**src/rtl/score_display.sv**
```systemverilog
// score_display: binary score -> BCD via sequential double-dabble, multiplexed onto a 4-digit
// active-low seven-segment display. Define SCORE_FLASH_EN to flash the display at WIN_SCORE.
module score_display #(
    parameter int unsigned SCORE_W     = 6,
    parameter int unsigned REFRESH_DIV = 100000,
    parameter int unsigned WIN_SCORE   = 32,
    parameter int unsigned FLASH_DIV   = 25000000
) (
    input  logic               clk,
    input  logic               reset,
    input  logic [SCORE_W-1:0] score,
    output logic [6:0]         seg,
    output logic [3:0]         an,
    output logic               dp
);
    localparam int unsigned WorkW = SCORE_W + 8;
    localparam int unsigned BitW  = $clog2(SCORE_W + 1);
    localparam int unsigned RefW  = (REFRESH_DIV > 1) ? $clog2(REFRESH_DIV) : 1;
    localparam logic [BitW-1:0] LastBit = BitW'(SCORE_W - 1);
    localparam logic [RefW-1:0] RefMax  = RefW'(REFRESH_DIV - 1);

    typedef enum logic [1:0] {StIdle, StConv, StLoad} conv_state_e;

    conv_state_e        state_q, state_d;
    logic [WorkW-1:0]   work_q, work_d;
    logic [BitW-1:0]    bit_q, bit_d;
    logic [SCORE_W-1:0] last_score_q, last_score_d;
    logic               need_conv_q, need_conv_d;
    logic [7:0]         shown_q, shown_d;
    logic [3:0]         tens_adj, ones_adj;
    logic [RefW-1:0]    ref_q, ref_d;
    logic [1:0]         idx_q, idx_d;
    logic [6:0]         seg_q, seg_d;
    logic [3:0]         an_q, an_d;

    function automatic logic [6:0] seg_pattern(input logic [3:0] d);
        case (d)
            4'd0:    return 7'b1000000;
            4'd1:    return 7'b1111001;
            4'd2:    return 7'b0100100;
            4'd3:    return 7'b0110000;
            4'd4:    return 7'b0011001;
            4'd5:    return 7'b0010010;
            4'd6:    return 7'b0000010;
            4'd7:    return 7'b1111000;
            4'd8:    return 7'b0000000;
            4'd9:    return 7'b0010000;
            default: return 7'h7F;
        endcase
    endfunction

    // Work register layout: {tens, ones, remaining binary bits}
    always_comb begin
        tens_adj = work_q[WorkW-1 -: 4];
        ones_adj = work_q[WorkW-5 -: 4];
        if (tens_adj >= 4'd5) tens_adj = tens_adj + 4'd3;
        if (ones_adj >= 4'd5) ones_adj = ones_adj + 4'd3;
    end

    always_comb begin
        state_d      = state_q;
        work_d       = work_q;
        bit_d        = bit_q;
        last_score_d = last_score_q;
        need_conv_d  = need_conv_q;
        shown_d      = shown_q;
        unique case (state_q)
            StIdle: begin
                if (need_conv_q || (score != last_score_q)) begin
                    work_d       = {8'h00, score};
                    last_score_d = score;
                    bit_d        = '0;
                    state_d      = StConv;
                end
            end
            StConv: begin
                work_d = {tens_adj[2:0], ones_adj, work_q[SCORE_W-1:0], 1'b0};
                bit_d  = bit_q + BitW'(1);
                if (bit_q == LastBit) state_d = StLoad;
            end
            StLoad: begin
                // Both digits land together so the pins never see a half-updated value
                shown_d     = work_q[WorkW-1 -: 8];
                need_conv_d = 1'b0;
                state_d     = StIdle;
            end
            default: state_d = StIdle;
        endcase
    end

    always_comb begin
        ref_d = ref_q + RefW'(1);
        idx_d = idx_q;
        if (ref_q == RefMax) begin
            ref_d = '0;
            idx_d = idx_q + 2'd1;
        end
    end

`ifdef SCORE_FLASH_EN
    localparam int unsigned FlashW = (FLASH_DIV > 1) ? $clog2(FLASH_DIV) : 1;
    localparam logic [FlashW-1:0] FlashMax = FlashW'(FLASH_DIV - 1);
    localparam logic [7:0] WinBcd = {4'(WIN_SCORE / 10), 4'(WIN_SCORE % 10)};

    logic [FlashW-1:0] flash_cnt_q, flash_cnt_d;
    logic              flash_on_q, flash_on_d;

    always_comb begin
        flash_cnt_d = '0;
        flash_on_d  = 1'b1;
        if (shown_q == WinBcd) begin
            flash_on_d  = flash_on_q;
            flash_cnt_d = flash_cnt_q + FlashW'(1);
            if (flash_cnt_q == FlashMax) begin
                flash_cnt_d = '0;
                flash_on_d  = ~flash_on_q;
            end
        end
    end

    always_ff @(posedge clk or negedge reset) begin
        if (!reset) begin
            flash_cnt_q <= '0;
            flash_on_q  <= 1'b1;
        end else begin
            flash_cnt_q <= flash_cnt_d;
            flash_on_q  <= flash_on_d;
        end
    end
`else
    logic unused_cfg;
    assign unused_cfg = ^{WIN_SCORE, FLASH_DIV};
`endif

    // Idle slots 2 and 3 stay dark so the lit digits keep a uniform duty cycle
    always_comb begin
        seg_d = 7'h7F;
        an_d  = 4'hF;
        case (idx_q)
            2'd0: begin
                an_d  = 4'b1110;
                seg_d = seg_pattern(shown_q[3:0]);
            end
            2'd1: begin
                if (shown_q[7:4] != 4'd0) begin
                    an_d  = 4'b1101;
                    seg_d = seg_pattern(shown_q[7:4]);
                end
            end
            default: ;
        endcase
`ifdef SCORE_FLASH_EN
        if (!flash_on_q) begin
            seg_d = 7'h7F;
            an_d  = 4'hF;
        end
`endif
    end

    always_ff @(posedge clk or negedge reset) begin
        if (!reset) begin
            state_q      <= StIdle;
            work_q       <= '0;
            bit_q        <= '0;
            last_score_q <= '0;
            need_conv_q  <= 1'b1;
            shown_q      <= 8'h00;
            ref_q        <= '0;
            idx_q        <= 2'd0;
            seg_q        <= 7'h7F;
            an_q         <= 4'hF;
        end else begin
            state_q      <= state_d;
            work_q       <= work_d;
            bit_q        <= bit_d;
            last_score_q <= last_score_d;
            need_conv_q  <= need_conv_d;
            shown_q      <= shown_d;
            ref_q        <= ref_d;
            idx_q        <= idx_d;
            seg_q        <= seg_d;
            an_q         <= an_d;
        end
    end

    assign seg = seg_q;
    assign an  = an_q;
    assign dp  = 1'b1;

endmodule
```
**config.mk**
```make
export PLATFORM = sky130hd
export DESIGN_NAME = score_display
export DESIGN_NICKNAME = d
export VERILOG_FILES = /design/src/rtl/score_display.sv
export SDC_FILE = /design/constraint.sdc
export NUM_CORES = 1
export LEC_CHECK = 0
export ABC_AREA = 0
export BUFFER_PORTS_ARGS = -buffer_cell sky130_fd_sc_hd__buf_4
export CAP_MARGIN = 5
export CORE_MARGIN = 1.5
export CORE_UTILIZATION = 48
export DETAILED_ROUTE_END_ITERATION = 8
export PLACE_DENSITY = 0.68
export SYNTH_ARGS = -nofsm -noshare
export SYNTH_HDL_FRONTEND = slang
export SYNTH_SLANG_ARGS = --single-unit
```
**constraint.sdc**
```tcl
create_clock -name clk -period 4.8 [get_ports clk]
set_input_delay 0.24 -clock clk [delete_from_list [all_inputs] [get_ports clk]]
set_output_delay 0.24 -clock clk [all_outputs]
set_load 0.01 [all_outputs]
```
==> flow_summary_export.csv <==
group,metric,value,unit
cells_and_area,nets,362,
drt,vias_per_cell,5.54,
clocking,clockBufferDepth,2,
floorplan,die_w,86.4,µm
power,pwr-share-seq,0.425,
synthesis,syn_area,3340,µm²
drt,drt_iter0_markers,56,
power,power.internal,1.27,mW
synthesis,ys_async_sr_fraction,1.00,
synthesis,yosysTopAreaCell,"dfrtp_1",
setup_path,startpoint_type,"register",
floorplan,initial_core_util,0.494,
clocking,cts_hold_buffers,1,
placed_design,pre_cts_ws,2870,ps
sta,finalCriticalPeriod,1900,ps
global_route,antenna_found_initial,0,
clocking,cts_buffers,9,
sta,fin_ws,2900,ps
setup_path,r2r_cells,4,
sta,maxSlewHeadroom,0.390,
run_status,status,"finished clean",
cells_and_area,n_antenna_cell,0,
floorplan,io_pins,20,
drt,dr.pass1.iters,4,
global_route,gr-total-overflow,0,
setup_path,reg2reg_from,"last_score_q[4]$_DFFE_PN0P_",
drt,wl,5.66,mm
cells_and_area,mostFrequentLayoutCells,"52 x dfrtp_1, 23 x nand2_1, 21 x ha_1, 20 x nor2_1, 19 x inv_1",
sta,max_freq,526,MHz
sta,setup_tns,0,ps
drt,wire_per_inst,13.5,µm
synthesis,yosysSeqAreaShare,0.469,
clocking,cts_resized,0,
power,power.density,546,nW/µm²
floorplan,die_area,7460,µm²
cells_and_area,syn_to_final_growth,9.79,%
setup_path,r2r_slack,2900,ps
sta,skew,9.66,ps
worst_hold_path,whs_path_depth,2,
clocking,clock_latency,350,ps
global_route,grt_pass1_vias,2255,
setup_path,cp.required,5080,ps
clocking,tritoncts,"yes",
floorplan,rows,30,
flow_run,maxCapViolCount,0,
worst_hold_path,hp-class,"input port to register",
synthesis,synth.avg_cell_area,10.4,µm²
setup_path,crit_type,"register to register",
global_route,grt_first_pass_wirelength,10.1,mm
sta,rsz0062_at_grt,"no",
synthesis,synth_edf_count,0,
setup_path,crit_fanout,12,
worst_hold_path,hold-path-endpoint,"last_score_q[2]$_DFFE_PN0P_",
power,power.leakage,1.62,nW
clocking,cts-root-buf,"clkbuf_8",
synthesis,synth_top_flop_cell,"dfrtp_1",
power,switching_share,0.367,
global_route,grt_use_total,0.172,
sta,post-route-period-util,0.396,
worst_hold_path,min-delay-start,"score[2]",
setup_path,crit_arrival,2180,ps
power,pwr-share-comb,0.366,
floorplan,die_h,86.4,µm
sta,worstMarginPinSlew,906,ps
global_route,grt_start_max_net_pins,63,
synthesis,ys_top_cells_by_area,"dfrtp_1 39%, dfstp_2 7.9%, ha_1 7.9%",
synthesis,synth_seq_cells,62,
synthesis,synthCells,320,
clocking,cts_setup_buffers,0,
placed_design,hpwl,3.92,mm
clocking,clk_pin_slew,70,ps
sta,hold_violations,0,
cells_and_area,fillers,604,
cells_and_area,layout_commonest_cell,"dfrtp_1",
setup_path,crit_path_end_kind,"register",
sta,maxSlewViolCount,0,
synthesis,yosysWarnings,0,
power,p_switching,0.734,mW
synthesis,yosysTopAreaCellShare,0.390,
floorplan,coreArea,6760,µm²
synthesis,synth_cell_types,44,
power,power_frac_clock,0.209,
cells_and_area,drive_above_1_share,0.169,
sta,setup_viol,0,
drt,postRouteAntennaNets,0,
clocking,cts_sinks,62,
drt,drcViolationCount,0,
clocking,htree_num_levels,3,
setup_path,rr_endpoint,"bit_q[0]$_DFFE_PN0P_",
placed_design,gp_congestion,0.841,
power,vdd_drop_max,0.288,mV
placed_design,port_buffers,16,
drt,vias,2315,
==> flip-flops by register name (all words and copies together), names as in the netlist <==
register,flops
idx_q,2
work_q,14
last_score_q,6
ref_q,17
need_conv_q,1
bit_q,3
an,2
seg,7
shown_q,8
state_q,2
==> synthesized netlist by cell type, types with 6 or more instances <==
cell	number
inv_1	19
nor2_1	20
o211ai_1	7
nor3_1	7
nand4_1	6
a22o_1	6
a21oi_1	10
mux2_2	13
xnor2_1	17
nand3_1	14
ha_1	21
nand2_1	23
dfstp_2	10
o21ai_0	15
nand4b_1	6
dfrtp_1	52
xor2_1	7
clkbuf_1	11
==> stage by stage <==
step           hold WS (ps)  utilization  std cells  total power [mW]  area, µm²
2_1_floorplan         -55.6            -        322              1.42       3340
3_3_place_gp            373        0.514        401              1.57       3470
3_5_place_dp            374        0.514        401              1.60       3470
4_1_cts                 141        0.542        418              2.02       3660
5_1_grt                 147        0.542        418              2.17       3660
6_report                154        0.542        418              2.00       3660
==> critical path, stage by stage, from the launching register on <==
cell and delay (ps):
dfrtp_1 380, xor2_1 150, or4_4 580, o31ai_4 470
mux2_2 250
==> final cells by class <==
| type | instances | area [µm²] | area share |
|---|---|---|---|
| clock inverters | 4 | 22.5 | 0.00615 |
| multi-input cells | 224 | 1620 | 0.442 |
| inverters | 19 | 71.3 | 0.0195 |
| flip-flops and latches | 62 | 1560 | 0.427 |
| well taps | 80 | 100 | 0.0273 |
| repair buffers | 17 | 130 | 0.0355 |
| clock buffers | 12 | 156 | 0.0427 |
==> metal layers <==
layer,vias to the layer above,global-route usage,part of all wire
met3,8,0.0581,0.041
met5,-,0,0
met4,0,0.0616,0.014
met2,42,0.278,0.47
met1,1115,0.215,0.47
li1,1150,-,-
==> cell families after synthesis <==
kind of cell             after synthesis  synth area share
other                                  1           0.00112
adder cells (fa/ha/maj)               21            0.0787
multiplexers                          18            0.0589
XOR/XNOR                              24            0.0630
buffers and inverters                 36            0.0484
AO/OA/AOI/OAI                         60             0.126
flip-flops                            62             0.469
AND/OR/NAND/NOR                       98             0.156
==> power by group through the flow <==
| stage | registers, mW | logic [mW] | clock network [mW] |
|---|---|---|---|
| floorplan | 0.812 | 0.610 | 0 |
| global placement | 0.856 | 0.711 | 0 |
| detailed placement | 0.861 | 0.737 | 0 |
| CTS | 0.851 | 0.740 | 0.428 |
| global route | 0.878 | 0.838 | 0.450 |
| finish | 0.849 | 0.733 | 0.418 |
==> how the worst max path moves through the flow <==
| stage | startpoint | to | slack [ps] |
|---|---|---|---|
| 2_1_floorplan | last_score_q[4]$_DFFE_PN0P_ | work_q[11]$_DFFE_PN0P_ | 3100 |
| 3_3_place_gp | score[4] | bit_q[0]$_DFFE_PN0P_ | 2910 |
| 3_5_place_dp | score[4] | bit_q[0]$_DFFE_PN0P_ | 2870 |
| 4_1_cts | last_score_q[4]$_DFFE_PN0P_ | bit_q[0]$_DFFE_PN0P_ | 2880 |
| 5_1_grt | last_score_q[4]$_DFFE_PN0P_ | bit_q[0]$_DFFE_PN0P_ | 2780 |
| 6_report | last_score_q[4]$_DFFE_PN0P_ | bit_q[0]$_DFFE_PN0P_ | 2900 |
No activity file was read; power rests on OpenSTA's default activity.
